**src/rtl/digit_scan_ctrl.sv**
```systemverilog
// Four-digit time-multiplexed scan controller with a double-buffered frame port.
// Frames offered on upd_* are held in a pending buffer and swapped in only between frames.
module digit_scan_ctrl #(
  parameter int PRESCALE = 4,
  parameter int BLANK    = 1,
  parameter int DW       = 4
) (
  input  logic            clk,
  input  logic            rst_n,
  input  logic            en,
  input  logic            upd_valid,
  output logic            upd_ready,
  input  logic [4*DW-1:0] upd_data,
  output logic            sel_a,
  output logic            sel_b,
  output logic [DW-1:0]   digit_out,
  output logic            blank,
  output logic            frame_start
);

  localparam int PW = (PRESCALE > 2) ? $clog2(PRESCALE) : 1;
  localparam logic [PW-1:0] PMAX = PW'(PRESCALE - 1);

  logic [PW-1:0]   presc_q, presc_d;
  logic [1:0]      idx_q, idx_d;
  logic [4*DW-1:0] active_q, active_d;
  logic [4*DW-1:0] pending_q, pending_d;
  logic            pend_full_q, pend_full_d;
  logic            frame_start_q, frame_start_d;
  logic            en_q, en_d;
  logic            wrap;
  logic            in_blank;

  always_comb begin
    presc_d       = presc_q;
    idx_d         = idx_q;
    active_d      = active_q;
    pending_d     = pending_q;
    pend_full_d   = pend_full_q;
    en_d          = en;
    wrap          = en && (idx_q == 2'd3) && (presc_q == PMAX);
    frame_start_d = wrap;

    if (en) begin
      if (presc_q == PMAX) begin
        presc_d = '0;
        idx_d   = idx_q + 2'd1;
      end else begin
        presc_d = presc_q + PW'(1);
      end
    end

    // Commit and accept are mutually exclusive: accept needs an empty pending buffer.
    if (pend_full_q && (wrap || !en)) begin
      active_d    = pending_q;
      pend_full_d = 1'b0;
    end else if (upd_valid && !pend_full_q) begin
      pending_d   = upd_data;
      pend_full_d = 1'b1;
    end
  end

  always_ff @(posedge clk) begin
    if (!rst_n) begin
      presc_q       <= '0;
      idx_q         <= '0;
      active_q      <= '0;
      pending_q     <= '0;
      pend_full_q   <= 1'b0;
      frame_start_q <= 1'b0;
      en_q          <= 1'b0;
    end else begin
      presc_q       <= presc_d;
      idx_q         <= idx_d;
      active_q      <= active_d;
      pending_q     <= pending_d;
      pend_full_q   <= pend_full_d;
      frame_start_q <= frame_start_d;
      en_q          <= en_d;
    end
  end

  generate
    if (BLANK == 0) begin : g_no_blank
      assign in_blank = 1'b0;
    end else begin : g_blank
      assign in_blank = (presc_q < PW'(BLANK));
    end
  endgenerate

  assign sel_a       = idx_q[1];
  assign sel_b       = idx_q[0];
  assign digit_out   = active_q[idx_q*DW +: DW];
  assign blank       = !en_q || in_blank;
  assign upd_ready   = !pend_full_q;
  assign frame_start = frame_start_q;

endmodule

```
**config.mk**
```make
export PLATFORM = sky130hd
export DESIGN_NAME = digit_scan_ctrl
export DESIGN_NICKNAME = d
export VERILOG_FILES = /design/src/rtl/digit_scan_ctrl.sv
export SDC_FILE = /design/constraint.sdc
export NUM_CORES = 1
export LEC_CHECK = 0
export BUFFER_PORTS_ARGS = -buffer_cell sky130_fd_sc_hd__buf_2
export CELL_PAD_IN_SITES_DETAIL_PLACEMENT = 1
export CELL_PAD_IN_SITES_GLOBAL_PLACEMENT = 1
export CORE_UTILIZATION = 37
export CTS_CLUSTER_SIZE = 24
export DETAILED_ROUTE_END_ITERATION = 6
export PLACE_DENSITY = 0.78
export SYNTH_ARGS = -nofsm -noshare
export SYNTH_HDL_FRONTEND = slang
export SYNTH_SLANG_ARGS = --single-unit
```
**constraint.sdc**
```tcl
create_clock -name clk -period 1.3 [get_ports clk]
set_input_delay 0.195 -clock clk [delete_from_list [all_inputs] [get_ports clk]]
set_output_delay 0.195 -clock clk [all_outputs]
set_load 0.1 [all_outputs]
```
* After elaboration in Yosys (flattened, before gate mapping) *
Cells that the tools add are included.

storage, ports and cells
  flip-flop bits (word level) = 39
  input bits = 20
  output and inout bits = 9

cells by class
  add/subtract/negate cells = 2
  magnitude comparators = 1
  equal/unequal tests = 2
  shifts and indexed selects = 1
  muxes and demuxes = 1
  bitwise logic cells = 2
  reductions and logical operators = 12

operators by type and width
  cell                                                number
  variable part select 16 x 5 -> 4 bit                1
  adder 2 x 1 -> 2 bit, second input constant         2
  == test 2 bit, second input constant                2
  logical AND 1 bit                                   4
  AND reduction 2 bit                                 2
  logical NOT 1 bit                                   3
  logical OR 1 bit                                    2
  < comparator 2 x 1 -> 1 bit, second input constant  1
  two-way mux 2 bit                                   1
  NOT 1 bit                                           2
  OR reduction 2 bit                                  1

* Longest topological paths before layout *
  word-level depth = 7
  depth in mapped cells = 5
  depth with buffers taken out = 4

* Worst setup path after synthesis *
Ideal clock, no wire load.

  path kind = register -> output
  from = register idx_q[0]
  to = output port digit_out[0]
  arrival time = 2.067 ns
  data required time = 1.105 ns
  slack = -0.962 ns
  cell stages (with the launch flop) = 3
  path buffers = 1
  cell sequence = dfxtp_1 buf_2 mux4_2

on the way
  word-level cells in the longest chain between the ends = 1

RTL lines
  item                                  line  RTL
  start, declared                       25    logic [1:0] idx_q, idx_d;
  start signal, assigned                74    idx_q <= idx_d;
  variable part select 16 x 5 -> 4 bit  93    assign digit_out = active_q[idx_q*DW +: DW];
  end, declared                         16    output logic [DW-1:0] digit_out,

No other way between the ends.

* Worst setup path in the final report *
  from = register idx_q[0]
  to = output port digit_out[2]

The elaborated chain is that of the path after synthesis.

==> run metrics <==
total of buffers placed on input and output ports=28; Worst Max-Slew Pin Slew=484 ps; final worst setup slack=-349 ps; Util after Layout=54.4%; die height=68.8 um; Routed wire per std cell=13.7 um; Synth Register Bits=39; number of antenna cells inserted=0; # Max-Cap Violations=0; Final Power=2.83 mW; unrepaired setup endpoints after global routing=yes; top cells by count, synth=67 x nand2_1, 39 x dfxtp_1, 18 x mux2i_1; class of the most critical setup path=reg2out; clock buffers created by TritonCTS=5; CORE AREA=0.00414 mm2; EDFF count, synth=0; cell at the root of the clock tree=clkbuf_8; number of buffers inserted for hold repair after clock tree synthesis=0; outcome=complete, but fails checks; final total negative setup slack=-3610 ps; Area growth, synth to finish=36.6%; worst IR drop on VDD=0.737 mV; post-route antenna net violation count=0; synthesized area divided by synthesized cell count=9.21 um2; largest fanout on the critical path=7; post-synthesis sequential area ratio=47.3%; global-route wire length before repair=5980 um; layout cell share with drive strength beyond 1=30.7%; final routed DRC violation total=0; failing checks=negative setup slack; part of the cycle the worst path needs=127%; distinct cell type count of the synthesized netlist=22; effective utilization at floorplan=39.8%; worst setup slack after placement=-121 ps; number of levels in the clock H-tree=2; skew final=7.67 ps; Max transition margin=68.0%; total standard cell area after synthesis=0.00165 mm2; insertion delay of the later-clocked pin in the worst-skew pair=300 ps; global-route congestion overflow total=0; final worst path period need=1650 ps; Synth top area share=47.3%; Clock Sinks=39; maximum number of pins on one net before global-route repair=56; count of final max-slew check failures=0; die footprint=0.00473 mm2; vias per cell=4.78; highest attainable clock frequency=0.606 GHz; half-perimeter wire length after detailed placement=2220 um; hold violation total from the final report=0; final net count=240; required time of the critical path=1110 ps; Clk pin slew, worst setup/hold paths=80 ps; Lkg Pwr=0.882 nW; DR vias=1280; Area contributors post-synth=dfxtp_1 47%, nand2_1 15%, mux2i_1 11%; routed wire length=3670 um; clock tree from TritonCTS=done; asr flop ratio synth=0%; Initial DRC Count=46; leading area contributor after synthesis=dfxtp_1; power density cells=1250 mW/mm2; Worst Path Arrival=1450 ps; Top FF cell, synth=dfxtp_1; kind of start point of the critical path=register; Yosys warnings=0; gate count of the mapped netlist=179; GRT Total Usage=18.6%; gpl congestion=0.660; # setup viols final=22; initial antenna violation count=0; maximum count of clock buffers along a single path=2; Die Width=68.8 um; number of top-level design ports=29; via count of the first global-routing pass=1290; synthesized net count=202; Critical Path End Type=primary output; Min-Delay Path Class=in2reg; site row count=23; top-count cell post-synth=nand2_1; worst hold margin=132 ps; router iterations before antenna repair=4
==> through the flow <==
step / instance area [um2] / std cells
after CTS: 2220 / 265
after floorplan: 1670 / 179
after detailed placement: 1900 / 250
after global placement: 1900 / 250
final: 2250 / 268
after global routing: 2250 / 268
==> registers in the layout (all words and copies together) (netlist names) <==
| register | count |
|---|---|
| active_q | 16 |
| en_q | 1 |
| frame_start | 1 |
| idx_q | 2 |
| pend_full_q | 1 |
| pending_q | 16 |
| presc_q | 2 |
==> final timing paths <==
check / endpoint / slack, ps / cells past startpoint / from
max: digit_out[2] / -350 / 2 / idx_q[0]
min: pending_q[7] / 130 / 3 / upd_data[7]
min reg2reg: active_q[14] / 460 / 2 / active_q[14]
max reg2reg: active_q[7] / -150 / 7 / idx_q[0]
==> placed cells by master (no fill, tap or decap), types with 2 or more instances in the layout <==
| master | synthesis | layout |
|---|---|---|
| clkbuf_8 | 0 | 5 |
| buf_16 | 0 | 2 |
| dfxtp_1 | 39 | 35 |
| a21boi_0 | 16 | 16 |
| nor2b_1 | 3 | 3 |
| mux2i_1 | 18 | 18 |
| nand2_1 | 67 | 67 |
| buf_4 | 0 | 8 |
| buf_2 | 5 | 20 |
| mux4_2 | 4 | 4 |
| ha_4 | 0 | 3 |
| buf_12 | 1 | 6 |
| buf_6 | 0 | 8 |
| nor2_1 | 3 | 3 |
| dfxtp_4 | 0 | 2 |
| and2_1 | 2 | 2 |
| dfxtp_2 | 0 | 2 |
| bufinv_16 | 0 | 2 |
==> final cells by class <==
class                   count  area, um2
clock buffers               6       72.6
clock inverters             2       60.1
fillers                   486       1890
inverters                   3       13.8
multi-input cells         124        828
flip-flops and latches     39        791
well taps                  50       62.6
repair buffers             44        425
==> metal layers <==
| metal | global-route usage [%] | wire length, um | vias up | part of all wire, % |
|---|---|---|---|---|
| met4 | 11.5 | 90 | 0 | 2.5 |
| met3 | 3.95 | 121 | 7 | 3.3 |
| met5 | 0 | 0 | - | 0 |
| li1 | - | - | 652 | - |
| met2 | 31.3 | 1830 | 26 | 50 |
| met1 | 21.5 | 1630 | 595 | 44 |
==> what timing repair did <==
item	CTS	global route
endpoints found under the setup margin	21	22
cloned	2	0
pin swaps	1	1
gates resized for setup	27	3
endpoints found under the hold margin	0	0
setup buffers	5	3
==> power by group <==
part	switching [mW]	internal [mW]	total, mW	leakage, nW
clock	0.433	0.767	1.20	0.0654
sequential	0.0270	1.24	1.27	0.320
combinational	0.190	0.169	0.360	0.497
==> worst max-delay path: stages (launching register included) <==
cell and delay (ps):
dfxtp_4 420, mux4_2 530, buf_6 200
==> kinds of logic (layout without fill, tap and decap cells) <==
kind of cell / after synthesis / count (layout) / synth area share (%)
fa+ha+maj: 3 / 3 / 2.28
xor+xnor: 1 / 1 / 0.531
buf+inv: 16 / 55 / 5.16
mux: 22 / 22 / 16.4
simple gates: 79 / 79 / 19.3
flops: 39 / 39 / 47.3
compound gates: 19 / 19 / 9.03
No activity file was read; power rests on OpenSTA's default activity.
